==> src/rtl/std_divmod_pkg.sv <==
// Shared types and sign helpers for the sequential divider.
// Helpers work at the widest legal width; callers cast the result back down.
package std_divmod_pkg;

  typedef enum logic [1:0] {
    IDLE = 2'd0,
    RUN  = 2'd1,
    DONE = 2'd2
  } state_t;

  localparam int MAX_W = 64;

  function automatic logic [MAX_W-1:0] cond_negate(input logic [MAX_W-1:0] v, input logic neg);
    return neg ? (~v + 64'd1) : v;
  endfunction

  // Two's-complement magnitude; the caller supplies the sign bit of its own width.
  function automatic logic [MAX_W-1:0] magnitude(input logic [MAX_W-1:0] v, input logic sign);
    return cond_negate(v, sign);
  endfunction

endpackage

==> src/rtl/std_divmod_step.sv <==
// One restoring-division step: shift in a dividend bit, trial-subtract the divisor.
module std_divmod_step #(
  parameter int WIDTH = 32
) (
  input  logic [WIDTH-1:0] remainder_in,
  input  logic             dividend_msb,
  input  logic [WIDTH-1:0] divisor,
  output logic [WIDTH-1:0] remainder_out,
  output logic             q_bit
);

  logic [WIDTH:0] shifted;
  logic [WIDTH:0] diff;

  assign shifted = {remainder_in, dividend_msb};
  assign diff    = shifted - {1'b0, divisor};

  // shifted < 2*divisor, so the top bit of diff is set exactly when the subtract borrows.
  assign q_bit         = ~diff[WIDTH];
  assign remainder_out = q_bit ? diff[WIDTH-1:0] : shifted[WIDTH-1:0];

endmodule

==> src/rtl/std_divmod_seq.sv <==
// Iterative restoring divider: quotient and remainder in WIDTH+1 cycles, go/done handshake,
// optional signed mode with truncation toward zero.
module std_divmod_seq
  import std_divmod_pkg::*;
#(
  parameter int WIDTH  = 32,
  parameter int SIGNED = 0
) (
  input  logic             clk,
  input  logic             reset,
  input  logic             go,
  input  logic [WIDTH-1:0] left,
  input  logic [WIDTH-1:0] right,
  output logic [WIDTH-1:0] out_quotient,
  output logic [WIDTH-1:0] out_remainder,
  output logic             done
);

  localparam int CW = $clog2(WIDTH + 1);

  state_t state, state_next;

  logic [WIDTH-1:0] rem_q;
  logic [WIDTH-1:0] dq_q;      // dividend shifts out the top while quotient bits enter the bottom
  logic [WIDTH-1:0] dvs_q;
  logic [WIDTH-1:0] left_q;
  logic [CW-1:0]    cnt_q;
  logic             neg_quo_q;
  logic             neg_rem_q;
  logic             div0_q;

  logic             accept;
  logic             last_step;
  logic             left_neg;
  logic             right_neg;
  logic [WIDTH-1:0] left_mag;
  logic [WIDTH-1:0] right_mag;
  logic [WIDTH-1:0] rem_nx;
  logic             q_bit;
  logic [WIDTH-1:0] dq_nx;
  logic [WIDTH-1:0] quo_res;
  logic [WIDTH-1:0] rem_res;

  assign accept    = go && (state == IDLE || state == DONE);
  assign last_step = (state == RUN) && (cnt_q == CW'(1));

  assign left_neg  = (SIGNED != 0) && left[WIDTH-1];
  assign right_neg = (SIGNED != 0) && right[WIDTH-1];
  assign left_mag  = WIDTH'(magnitude(64'(left), left_neg));
  assign right_mag = WIDTH'(magnitude(64'(right), right_neg));

  std_divmod_step #(.WIDTH(WIDTH)) u_step (
    .remainder_in (rem_q),
    .dividend_msb (dq_q[WIDTH-1]),
    .divisor      (dvs_q),
    .remainder_out(rem_nx),
    .q_bit        (q_bit)
  );

  assign dq_nx   = {dq_q[WIDTH-2:0], q_bit};
  assign quo_res = WIDTH'(cond_negate(64'(dq_nx), neg_quo_q));
  assign rem_res = WIDTH'(cond_negate(64'(rem_nx), neg_rem_q));

  always_ff @(posedge clk) begin
    if (reset) state <= IDLE;
    else       state <= state_next;
  end

  always_comb begin
    state_next = state;
    case (state)
      IDLE:    if (go) state_next = RUN;
      RUN:     if (cnt_q == CW'(1)) state_next = DONE;
      DONE:    state_next = go ? RUN : IDLE;
      default: state_next = IDLE;
    endcase
  end

  always_ff @(posedge clk) begin
    if (reset) begin
      rem_q         <= '0;
      dq_q          <= '0;
      dvs_q         <= '0;
      left_q        <= '0;
      cnt_q         <= '0;
      neg_quo_q     <= 1'b0;
      neg_rem_q     <= 1'b0;
      div0_q        <= 1'b0;
      out_quotient  <= '0;
      out_remainder <= '0;
    end else if (accept) begin
      rem_q     <= '0;
      dq_q      <= left_mag;
      dvs_q     <= right_mag;
      left_q    <= left;
      cnt_q     <= CW'(WIDTH);
      neg_quo_q <= left_neg ^ right_neg;
      neg_rem_q <= left_neg;
      div0_q    <= (right == '0);
    end else if (state == RUN) begin
      rem_q <= rem_nx;
      dq_q  <= dq_nx;
      cnt_q <= cnt_q - CW'(1);
      if (last_step) begin
        if (div0_q) begin
          out_quotient  <= '1;
          out_remainder <= left_q;
        end else begin
          out_quotient  <= quo_res;
          out_remainder <= rem_res;
        end
      end
    end
  end

  assign done = (state == DONE);

endmodule

==> config.mk <==
export PLATFORM = sky130hd
export DESIGN_NAME = std_divmod_seq
export DESIGN_NICKNAME = d
export VERILOG_FILES = /design/src/rtl/std_divmod_pkg.sv /design/src/rtl/std_divmod_step.sv /design/src/rtl/std_divmod_seq.sv
export SDC_FILE = /design/constraint.sdc
export NUM_CORES = 1
export LEC_CHECK = 0
export ABC_AREA = 0
export BUFFER_PORTS_ARGS = -buffer_cell sky130_fd_sc_hd__buf_2
export CORE_UTILIZATION = 50
export CTS_BUF_LIST = sky130_fd_sc_hd__clkbuf_16
export CTS_CLUSTER_SIZE = 16
export DETAILED_ROUTE_END_ITERATION = 10
export GPL_ROUTABILITY_DRIVEN = 0
export HOLD_SLACK_MARGIN = 0.15
export PLACE_DENSITY = 0.71
export SLEW_MARGIN = 20
export SYNTH_ARGS = -nofsm -noshare
export SYNTH_HDL_FRONTEND = slang
export SYNTH_SLANG_ARGS = --single-unit
==> constraint.sdc <==
create_clock -name clk -period 3.35 [get_ports clk]
set_clock_uncertainty 0.05 [all_clocks]
set_input_delay 0.1675 -clock clk [delete_from_list [all_inputs] [get_ports clk]]
set_output_delay 0.1675 -clock clk [all_outputs]
set_load 0.02 [all_outputs]
==> run metrics <==
Port-buffer cells=131; Core Region=roughly 0.019 sq mm; DR iter-0 viols=773; leading area contributor after synthesis=dfxtp_1; share of Yosys cell area claimed by the top area cell type=41.4%; Die Span Y=141 microns; CP max-delay cell=ha_1; share of cells above drive strength 1=17.0%; Mean Syn Cell Area=7.81 sq um; CTS tree=yes; CP Max Fanout=7; buffer depth of the longest clock path=3; Most used DFF post-synth=dfxtp_1; Max stage delay on crit path=around 460 ps; full die area=0.0200 sq mm; total CTS buffers=22; leakage power total=5.26 nW; vias in the first global route=about 8,900; setup violators final=0; CTS root buffer=clkbuf_16; Worst-path clk slew=around 60 ps; GR Overflow Total=0; largest net degree at the start of global routing=125; Max VDD drop=0.000367 V; Synth cell types=67; commonest non-fill, non-tap cells in the layout=243 x nand2_1, 200 x dfxtp_1, 130 x buf_2, 128 x a21oi_1, 108 x nor2_1; vias=9,623; run status=finished clean; post-layout util=66.0%; Post-Syn Instances=1,243; CP top delay family=compound AO/OA/AOI/OAI gates; final worst-path cycle share=95.7%; Worst Setup End Kind=register; critical path type=register to register; clock sinks=roughly 200; syn_nets=1,345; worst hold path class=input pin to register; Layout Nets=approximately 1,500; drt wl/cell=17.5 microns; WP data arrival=3510 ps; fin crit period=approximately 3200 ps; MaxCap Viol Count=0; Least-Margin Pin Slew=923 ps; DRC=0; Vias/cell=5.63; DRT antenna net count=0; Slew Limit Fails=0; final hold violation count=0; initial antenna violation count=0; Fin Hold WS=278 ps; synthesized area=0.00971 sq mm; number of synthesized register bits=201; FP Rows=50; crit-path cells=ha_1, nand2_1, a32oi_2, nor3b_2, o21ai_2, a21oi_2, a21o_4, xnor2_4, buf_4, buf_12, mux2_2, o211ai_1, a21oi_1; register area share after synthesis=41.4%; first-pass GRT wire length=46,500 microns; I/O pin count=about 130; GRT Resource Usage Total=29.3%; Worst Path Buf+Inv=2; Starting Density=51.4%; Post-synth ARST share=0%; Critical Path RT=between 3000 and 4000 ps; largest cells by area after synthesis=dfxtp_1 41%, nand2_1 9.4%, a21oi_1 6.6%; n_diodes=0; pwr/cell area=between 600 and 700 mW/mm^2; total negative slack=0 ps; Worst setup SP type=register; Detailed Route WL=29,800 microns; DR pass1 iterations=8; HPWL Detailed=~20,000 microns; Slew HR=37.9%; htree depth=1; number of synthesized flops with an enable pin=0; synth-to-layout area growth=28.4%; FF-to-FF setup slack=150 ps; commonest non-fill, non-tap cell in the layout=nand2_1; Clock Latency Late Sink=510 ps; Achievable Freq=approximately 310 MHz; Syn. warnings=0; Die Width=141 microns
-- final cells by class --
cell class              count  area, sq um
clock inverters            14          196
inverters                  51          191
fillers                  1591         6420
multi-input cells         905         5230
repair buffers            255         1920
flip-flops and latches    201         4030
well taps                 260          325
clock buffers              23          576
-- flip-flops by register name (all words and copies together), names as in the netlist --
name           cells
dvs_q             32
cnt_q              6
out_quotient      32
rem_q             32
state              2
out_remainder     32
dq_q              32
left_q            32
div0_q             1
-- kinds of logic after synthesis --
| logic type | Yosys count | synth area share [%] |
|---|---|---|
| AO/OA/AOI/OAI | 302 | 19.4 |
| XOR/XNOR | 32 | 3.16 |
| adder cells (fa/ha/maj) | 35 | 4.59 |
| AND/OR/NAND/NOR | 509 | 22.6 |
| multiplexers | 27 | 3.28 |
| buffers and inverters | 137 | 5.51 |
| flip-flops | 201 | 41.4 |
-- through the flow --
stage | cell area (sq um) | power [mW] | std cells | setup WS, ps
2_1_floorplan | 9710 | 4.03 | 1243 | 374
3_3_place_gp | 10600 | 4.53 | 1572 | 130
3_5_place_dp | 10600 | 4.54 | 1572 | 92.1
4_1_cts | 12300 | 7.21 | 1697 | 38.9
5_1_grt | 12500 | 7.78 | 1709 | -24.0
6_report | 12500 | 7.48 | 1709 | 146
-- metal layers --
metal | global-route usage (%) | up-vias | wire (microns)
met2 | 46.6 | 440 | 13300
li1 | - | 4654 | -
met4 | 13.4 | 0 | 1390
met5 | 0 | - | 0
met3 | 6.07 | 79 | 2540
met1 | 38.3 | 4450 | 12600
-- worst paths after layout --
check	start	endpoint	cells after the start
setup / recovery	rem_q[12]	out_remainder[7]	13
hold / removal	go	dvs_q[24]	5
setup reg to reg	rem_q[12]	out_remainder[7]	13
hold reg to reg	left_q[17]	left_q[17]	2
-- power breakdown --
part	total (mW)	internal [mW]	switching [mW]
logic	2.25	1.05	1.21
clock network	2.60	1.62	0.977
registers	2.63	2.52	0.110
total	7.48	5.19	2.29
-- synthesized netlist by cell type, types with 3 or more instances --
library cell  instances
mux2_2                5
nand3b_1              4
a211oi_1              9
o211ai_1              6
o211ai_2              3
xor2_1                7
a21o_1               12
a21oi_1             129
mux2i_1              12
nand2b_1             16
buf_1                 9
nand3_1              12
xnor2_1              23
and3_1                3
and2_1                3
nand2_1             243
nor4_1               10
o21bai_1             12
dfxtp_1             201
a31oi_1              39
nand4_1               7
or3_1                 3
inv_1                51
nor3_1               84
clkbuf_1             72
o21ai_0              41
a221oi_1              3
mux2_4                8
ha_1                 34
nor2_1              110
nor2b_1               7
o21a_1               12
-- worst reg2reg max path, delay by kind of cell (launching register included) --
kind / cells / cell delay [ps]
buffers and inverters: 2 / 300
adder cells (fa/ha/maj): 1 / 460
XOR/XNOR: 1 / 140
AND/OR/NAND/NOR: 2 / 380
multiplexers: 1 / 360
flip-flops: 1 / 360
AO/OA/AOI/OAI: 6 / 1010
-- repair_timing --
item,CTS,global route
hold endpoints to repair,101,0
gates resized for setup,0,10
hold buffers,88,0
setup endpoints to repair,0,31
buffers inserted,0,9
Power figures use the tool's default switching activity.
